**src/rtl/result_packer_pkg.sv**
```systemverilog
// result_packer_pkg
//   Shared constants and the closed-line record for the result packer.
//   LINE_LANES  : bytes per result line
//   LANE_W      : bits per lane (one result byte)
//   LINE_ADDR_W : line address width (byte address minus lane bits)
//   line_t      : one closed line as queued and presented to the memory
package result_packer_pkg;

  localparam int LINE_LANES  = 16;
  localparam int LANE_W      = 8;
  localparam int LANE_IDX_W  = $clog2(LINE_LANES);
  localparam int LINE_ADDR_W = 12;
  localparam int LINE_W      = LINE_LANES * LANE_W;

  typedef struct packed {
    logic [LINE_ADDR_W-1:0] addr;
    logic [LINE_W-1:0]      data;
    logic [LINE_LANES-1:0]  be;
  } line_t;

endpackage

```
**src/rtl/result_packer_fifo.sv**
```systemverilog
// result_packer_fifo (module sync_fifo)
//   Synchronous FIFO of closed lines; head is visible on rd_data.
//   clk, rst (sync, active-low), push/push_data, pop/rd_data,
//   full, empty, count.
//   A push while full is accepted only when a pop happens in the same cycle.
module sync_fifo #(
  parameter int WIDTH = 8,
  parameter int DEPTH = 4
) (
  input  logic                     clk,
  input  logic                     rst,
  input  logic                     push,
  input  logic [WIDTH-1:0]         push_data,
  input  logic                     pop,
  output logic [WIDTH-1:0]         rd_data,
  output logic                     full,
  output logic                     empty,
  output logic [$clog2(DEPTH):0]   count
);

  localparam int PW = $clog2(DEPTH);
  localparam int CW = PW + 1;

  logic [WIDTH-1:0] mem_q [DEPTH];
  logic [PW-1:0]    wr_ptr_q, wr_ptr_d;
  logic [PW-1:0]    rd_ptr_q, rd_ptr_d;
  logic [CW-1:0]    cnt_q, cnt_d;
  logic             do_push, do_pop;

  assign full    = (cnt_q == CW'(DEPTH));
  assign empty   = (cnt_q == '0);
  assign count   = cnt_q;
  assign rd_data = mem_q[rd_ptr_q];

  always_comb begin
    do_pop   = pop && !empty;
    do_push  = push && (!full || do_pop);
    wr_ptr_d = wr_ptr_q;
    rd_ptr_d = rd_ptr_q;
    if (do_push) wr_ptr_d = wr_ptr_q + 1'b1;
    if (do_pop)  rd_ptr_d = rd_ptr_q + 1'b1;
    cnt_d = cnt_q + CW'(do_push) - CW'(do_pop);
  end

  always_ff @(posedge clk) begin
    if (!rst) begin
      wr_ptr_q <= '0;
      rd_ptr_q <= '0;
      cnt_q    <= '0;
    end else begin
      wr_ptr_q <= wr_ptr_d;
      rd_ptr_q <= rd_ptr_d;
      cnt_q    <= cnt_d;
    end
  end

  // Storage carries no reset; only occupied slots are ever presented.
  always_ff @(posedge clk) begin
    if (do_push) mem_q[wr_ptr_q] <= push_data;
  end

endmodule

```
**src/rtl/result_packer.sv**
```systemverilog
// result_packer
//   Packs the conv_pool byte write stream into 128-bit lines with byte
//   enables and queues closed lines towards a wide result memory.
//   clk, rst (sync, active-low)
//   output_we/output_addr/y : byte writes from conv_pool
//   flush                   : close the open partial line
//   wr_valid/wr_ready       : line write channel; wr_addr/wr_data/wr_be payload
//   busy                    : open line, pending flush or queued lines exist
//   overflow                : sticky, a closed line was dropped on a full queue
module result_packer
  import result_packer_pkg::*;
#(
  parameter int DATA_W     = 8,
  parameter int ADDR_W     = 16,
  parameter int LANES      = 16,
  parameter int FIFO_DEPTH = 4
) (
  input  logic                  clk,
  input  logic                  rst,
  input  logic                  output_we,
  input  logic [ADDR_W-1:0]     output_addr,
  input  logic [DATA_W-1:0]     y,
  input  logic                  flush,
  output logic                  wr_valid,
  input  logic                  wr_ready,
  output logic [ADDR_W-5:0]     wr_addr,
  output logic [LINE_W-1:0]     wr_data,
  output logic [LINE_LANES-1:0] wr_be,
  output logic                  busy,
  output logic                  overflow
);

  localparam int CW = $clog2(FIFO_DEPTH) + 1;

  logic                   open_q, open_d;
  logic                   pend_q, pend_d;
  logic                   ovf_q, ovf_d;
  logic                   busy_q, busy_d;
  logic [LINE_ADDR_W-1:0] line_q, line_d;
  logic [LINE_W-1:0]      data_q, data_d;
  logic [LINE_LANES-1:0]  be_q, be_d;

  logic [LINE_ADDR_W-1:0] in_line;
  logic [LANE_IDX_W-1:0]  in_lane;
  logic                   same_line;
  logic [LINE_W-1:0]      mrg_data;
  logic [LINE_LANES-1:0]  mrg_be;
  logic                   push, pop, push_acc;
  line_t                  push_line, head;
  logic                   fifo_full, fifo_empty;
  logic [CW-1:0]          fifo_cnt, cnt_nxt;

  assign in_line   = output_addr[ADDR_W-1:4];
  assign in_lane   = output_addr[3:0];
  assign same_line = open_q && (line_q == in_line);

  always_comb begin
    // The incoming byte lands on the open line if it matches, else on a fresh
    // all-zero line so unwritten lanes read back as 0.
    mrg_data = same_line ? data_q : '0;
    mrg_be   = same_line ? be_q   : '0;
    for (int k = 0; k < LINE_LANES; k++) begin
      if (in_lane == k[LANE_IDX_W-1:0]) begin
        mrg_data[k*LANE_W +: LANE_W] = y;
        mrg_be[k]                    = 1'b1;
      end
    end

    open_d    = open_q;
    pend_d    = pend_q;
    line_d    = line_q;
    data_d    = data_q;
    be_d      = be_q;
    push      = 1'b0;
    push_line = '{addr: line_q, data: data_q, be: be_q};

    if (output_we) begin
      if (!open_q || same_line) begin
        if ((&mrg_be) || flush || pend_q) begin
          push      = 1'b1;
          push_line = '{addr: in_line, data: mrg_data, be: mrg_be};
          open_d    = 1'b0;
          pend_d    = 1'b0;
        end else begin
          open_d = 1'b1;
          line_d = in_line;
          data_d = mrg_data;
          be_d   = mrg_be;
        end
      end else begin
        // Line change: old line leaves now; a flush in the same cycle is
        // deferred to the new line via pend.
        push   = 1'b1;
        open_d = 1'b1;
        line_d = in_line;
        data_d = mrg_data;
        be_d   = mrg_be;
        pend_d = flush;
      end
    end else if (open_q && (flush || pend_q)) begin
      push   = 1'b1;
      open_d = 1'b0;
      pend_d = 1'b0;
    end

    pop      = !fifo_empty && wr_ready;
    push_acc = push && (!fifo_full || pop);
    cnt_nxt  = fifo_cnt + CW'(push_acc) - CW'(pop);
    ovf_d    = ovf_q || (push && fifo_full && !pop);
    busy_d   = open_d || pend_d || (cnt_nxt != '0);
  end

  always_ff @(posedge clk) begin
    if (!rst) begin
      open_q <= 1'b0;
      pend_q <= 1'b0;
      ovf_q  <= 1'b0;
      busy_q <= 1'b0;
    end else begin
      open_q <= open_d;
      pend_q <= pend_d;
      ovf_q  <= ovf_d;
      busy_q <= busy_d;
    end
  end

  always_ff @(posedge clk) begin
    line_q <= line_d;
    data_q <= data_d;
    be_q   <= be_d;
  end

  sync_fifo #(
    .WIDTH ($bits(line_t)),
    .DEPTH (FIFO_DEPTH)
  ) u_fifo (
    .clk       (clk),
    .rst       (rst),
    .push      (push),
    .push_data (push_line),
    .pop       (pop),
    .rd_data   (head),
    .full      (fifo_full),
    .empty     (fifo_empty),
    .count     (fifo_cnt)
  );

  // Payload is forced to 0 when no beat is presented.
  assign wr_valid = !fifo_empty;
  assign wr_addr  = wr_valid ? head.addr : '0;
  assign wr_data  = wr_valid ? head.data : '0;
  assign wr_be    = wr_valid ? head.be   : '0;
  assign busy     = busy_q;
  assign overflow = ovf_q;

endmodule

```
**config.mk**
```make
export PLATFORM = sky130hd
export DESIGN_NAME = result_packer
export DESIGN_NICKNAME = d
export VERILOG_FILES = /design/src/rtl/result_packer_pkg.sv /design/src/rtl/result_packer_fifo.sv /design/src/rtl/result_packer.sv
export SDC_FILE = /design/constraint.sdc
export NUM_CORES = 1
export LEC_CHECK = 0
export BUFFER_PORTS_ARGS = -buffer_cell sky130_fd_sc_hd__buf_2
export CAP_MARGIN = 0
export CORE_MARGIN = 2
export CORE_UTILIZATION = 23
export CTS_CLUSTER_DIAMETER = 60
export DETAILED_ROUTE_END_ITERATION = 7
export HOLD_SLACK_MARGIN = 0.03
export PLACE_DENSITY = 0.35
export SLEW_MARGIN = 20
export SYNTH_ARGS = -nofsm -noshare
export SYNTH_HDL_FRONTEND = slang
export SYNTH_SLANG_ARGS = --single-unit
```
**constraint.sdc**
```tcl
create_clock -name clk -period 16.6 [get_ports clk]
set_clock_uncertainty 0.2 [all_clocks]
set_input_delay 2.49 -clock clk [delete_from_list [all_inputs] [get_ports clk]]
set_output_delay 2.49 -clock clk [all_outputs]
set_load 0.01 [all_outputs]
```
==> results.txt <==
outcome: complete, but fails checks
violated checks: DRC
placed cell area: 36,590 sq um
Max Transition Viols Final: 0
fin cells: 4,182
Post-synth EDFFs: 780
relative slew slack: 26.48%
yosys warns: 0
Max clock buf depth: 3
drt pass-1 iters: 7
vias per cell: 4.445
H-tree levels: 3
Final ANT Viol Nets: 0
Setup-failing EPs final: 0
fin crit period: 6.864 ns
pin count of the biggest net entering global routing: 108
critical path type: reg2out
VDD IR max: 0.08222 mV
switch share: 28.82%
Yosys top cell by area: edfxtp_1
total gr overflow: 0
most frequent cell after synthesis: edfxtp_1
CP startpoint kind: register
Clock Power Share: 35.6%
Port Buffers: 187
Worst Tran Pin Value: 1.098 ns
die area: 147,900 sq um
Max FO, Critical Path: 42
CTS sink cnt: 793
Cells after Synth: 2,007
num ports: 188
clock slew at the register clock pins of the worst setup and hold paths: 0.06 ns
fmax: 0.1457 GHz
Post-CTS Resized: 0
vias in the first global route: 19,472
WP data arrival: 4.17 ns
Sw Pwr: 1.687 mW
CTS tree: done
max_cap viols: 0
initial antenna violation count: 17
Synth top area share: 70.29%
cts bufs inserted: 98
Flop pwr share: 41.6%
initial DRC count: 1,345
post-CTS setup buffers: 0
DP Worst Slack: 9.001 ns
list of most frequent post-synthesis cells: edfxtp_1, nand2_1, and2_1
Critical Path End Type: output port
synthesized flop and latch total: 793
sequential fraction of the synthesis area: 71.07%
layout cell share with drive strength beyond 1: 25.81%
gr usage total: 13.47%
Req. time, crit path: 13.91 ns
Root Driver: clkbuf_16
final core occ: 27.70%
die height: 384.6 um
Die X-Extent: 384.6 um
Int Pwr: 4.165 mW
period utilization: 41.35%
Synth Flop Type: edfxtp_1
Post-Route WL: 99,980 um
RSZ-0062 raised after global routing: false
placed cell count: 4,000
Mapped Avg Cell Area: 16.60 sq um
global-route wire length before repair: 142,700 um
largest cells by area after synthesis: edfxtp_1, mux4_2, a22o_1
area grow syn2layout: 19.42%
P_leak: 13.06 nW
Gate power share: 22.8%
Post-synth ARST share: 0%
core box area: 143,700 sq um
final hold vios: 0
post-synthesis cell type count: 52
Power per Cell Area: 147.1 nW/um^2
min-delay worst type: reg2reg
# DRC: 32
Syn Std Cell Area: 33,320 sq um
Setup TNS: 0 ns
Clk Latency, worst-skew pair: 0.70 ns
Layout Nets: 2,233
# rows: 139
Syn Nets: 2,043
Vias: 18,588
Initial Utilization: 23.20%
Finished Cell Area: 39,790 sq um
cts hold-fix bufs: 0
gpl congestion: 0.7440
Routed WL per cell: 23.91 um
hpwl dp: 59,260 um
worst setup slack after layout: 9.736 ns
path summary, 6_finish.rpt:
kind / from / endpoint / slack [ns] / depth (start not counted)
hold / removal: u_fifo.wr_ptr_q[1] / u_fifo.wr_ptr_q[1] / 0.32 / 2
hold reg to reg: u_fifo.wr_ptr_q[1] / u_fifo.wr_ptr_q[1] / 0.32 / 2
setup reg to reg: be_q[15] / u_fifo.mem_q[1][121] / 11.95 / 8
setup / recovery: register / wr_be[6] / 9.74 / 6
state kept, by name (all words and copies together), names as in the netlist, named ones only:
register and cells:
pend_q 1, u_fifo.wr_ptr_q 2, open_q 1, overflow 1
u_fifo.mem_q 624, be_q 16, u_fifo.rd_ptr_q 2, line_q 12
busy 1, u_fifo.count 3, data_q 128
layout by cell type, fill, tap and decap left out, types with 3 or more instances in the layout:
cell type,n
edfxtp_1,780
nand2_1,272
buf_2,187
and2_1,161
mux4_2,156
a22o_1,145
o21ai_0,134
clkbuf_16,98
buf_4,46
clkbuf_1,25
a21oi_1,19
clkinv_1,19
a21o_1,17
nand4_1,16
xor2_1,13
mux2_2,12
a31oi_1,11
dfxtp_1,10
bufinv_16,9
nor3b_4,8
inv_1,7
nor2_4,6
nor2b_1,6
nor2_1,6
ha_1,6
clkinv_2,6
clkinvlp_4,6
diode_2,5
nor3_2,5
nor2_2,5
a31oi_2,5
inv_6,5
nand2b_1,4
mux2i_1,4
and2_4,4
buf_6,4
nor4_4,3
and3_1,3
nor3b_1,3
xnor2_1,3
critical path, cell delays in order (launching register included):
cell	delay [ns]
dfxtp_4	0.69
buf_4	0.87
buf_4	0.55
buf_16	0.31
mux4_2	0.65
and2_1	0.21
buf_2	0.14
power by group through the flow:
stage | Combinational, mW | Clock (mW) | Sequential, mW
floorplan | 0.827 | 0 | 2.45
global placement | 1.39 | 0 | 2.47
detailed placement | 1.40 | 0 | 2.48
CTS | 1.41 | 2.15 | 2.44
global route | 1.47 | 2.23 | 2.45
finish | 1.33 | 2.08 | 2.43
layout make-up:
class                   instances  area, sq um
diodes                          5        12.51
clock buffers                 124         2560
clock inverters                53        591.8
fillers                     14548       103900
inverters                       7        26.28
multi-input cells            1058         9163
flip-flops and latches        793        23690
well taps                    1903         2381
repair buffers                239         1369
cells by family (layout without fill, tap and decap cells):
logic type      count (synthesis)  in the layout  share of synthesized area, %
buf+inv                       156            423                         1.994
compound gates                343            343                         7.142
mux                           172            172                         11.07
simple gates                  520            520                         8.020
other cells                     0              5                             0
flops                         793            793                         71.07
fa+ha+maj                       7              7                        0.2854
xor+xnor                       16             16                        0.4205
layer usage:
layer | GRT usage, % | vias up | routed length, um
met5 | 0 | - | 52
met4 | 4.275 | 8 | 2481
met3 | 2.693 | 134 | 5379
met2 | 22.30 | 466 | 48120
met1 | 17.68 | 9715 | 43950
li1 | - | 8265 | -
through the flow:
step                      hold WS (ns)  total power, mW
after global routing            0.3467            6.143
after global placement          0.2813            3.863
final                           0.3202            5.852
after CTS                       0.3219            6.000
after detailed placement        0.3137            3.883
after floorplan                 0.2677            3.276
(Power assumes the default switching activity.)
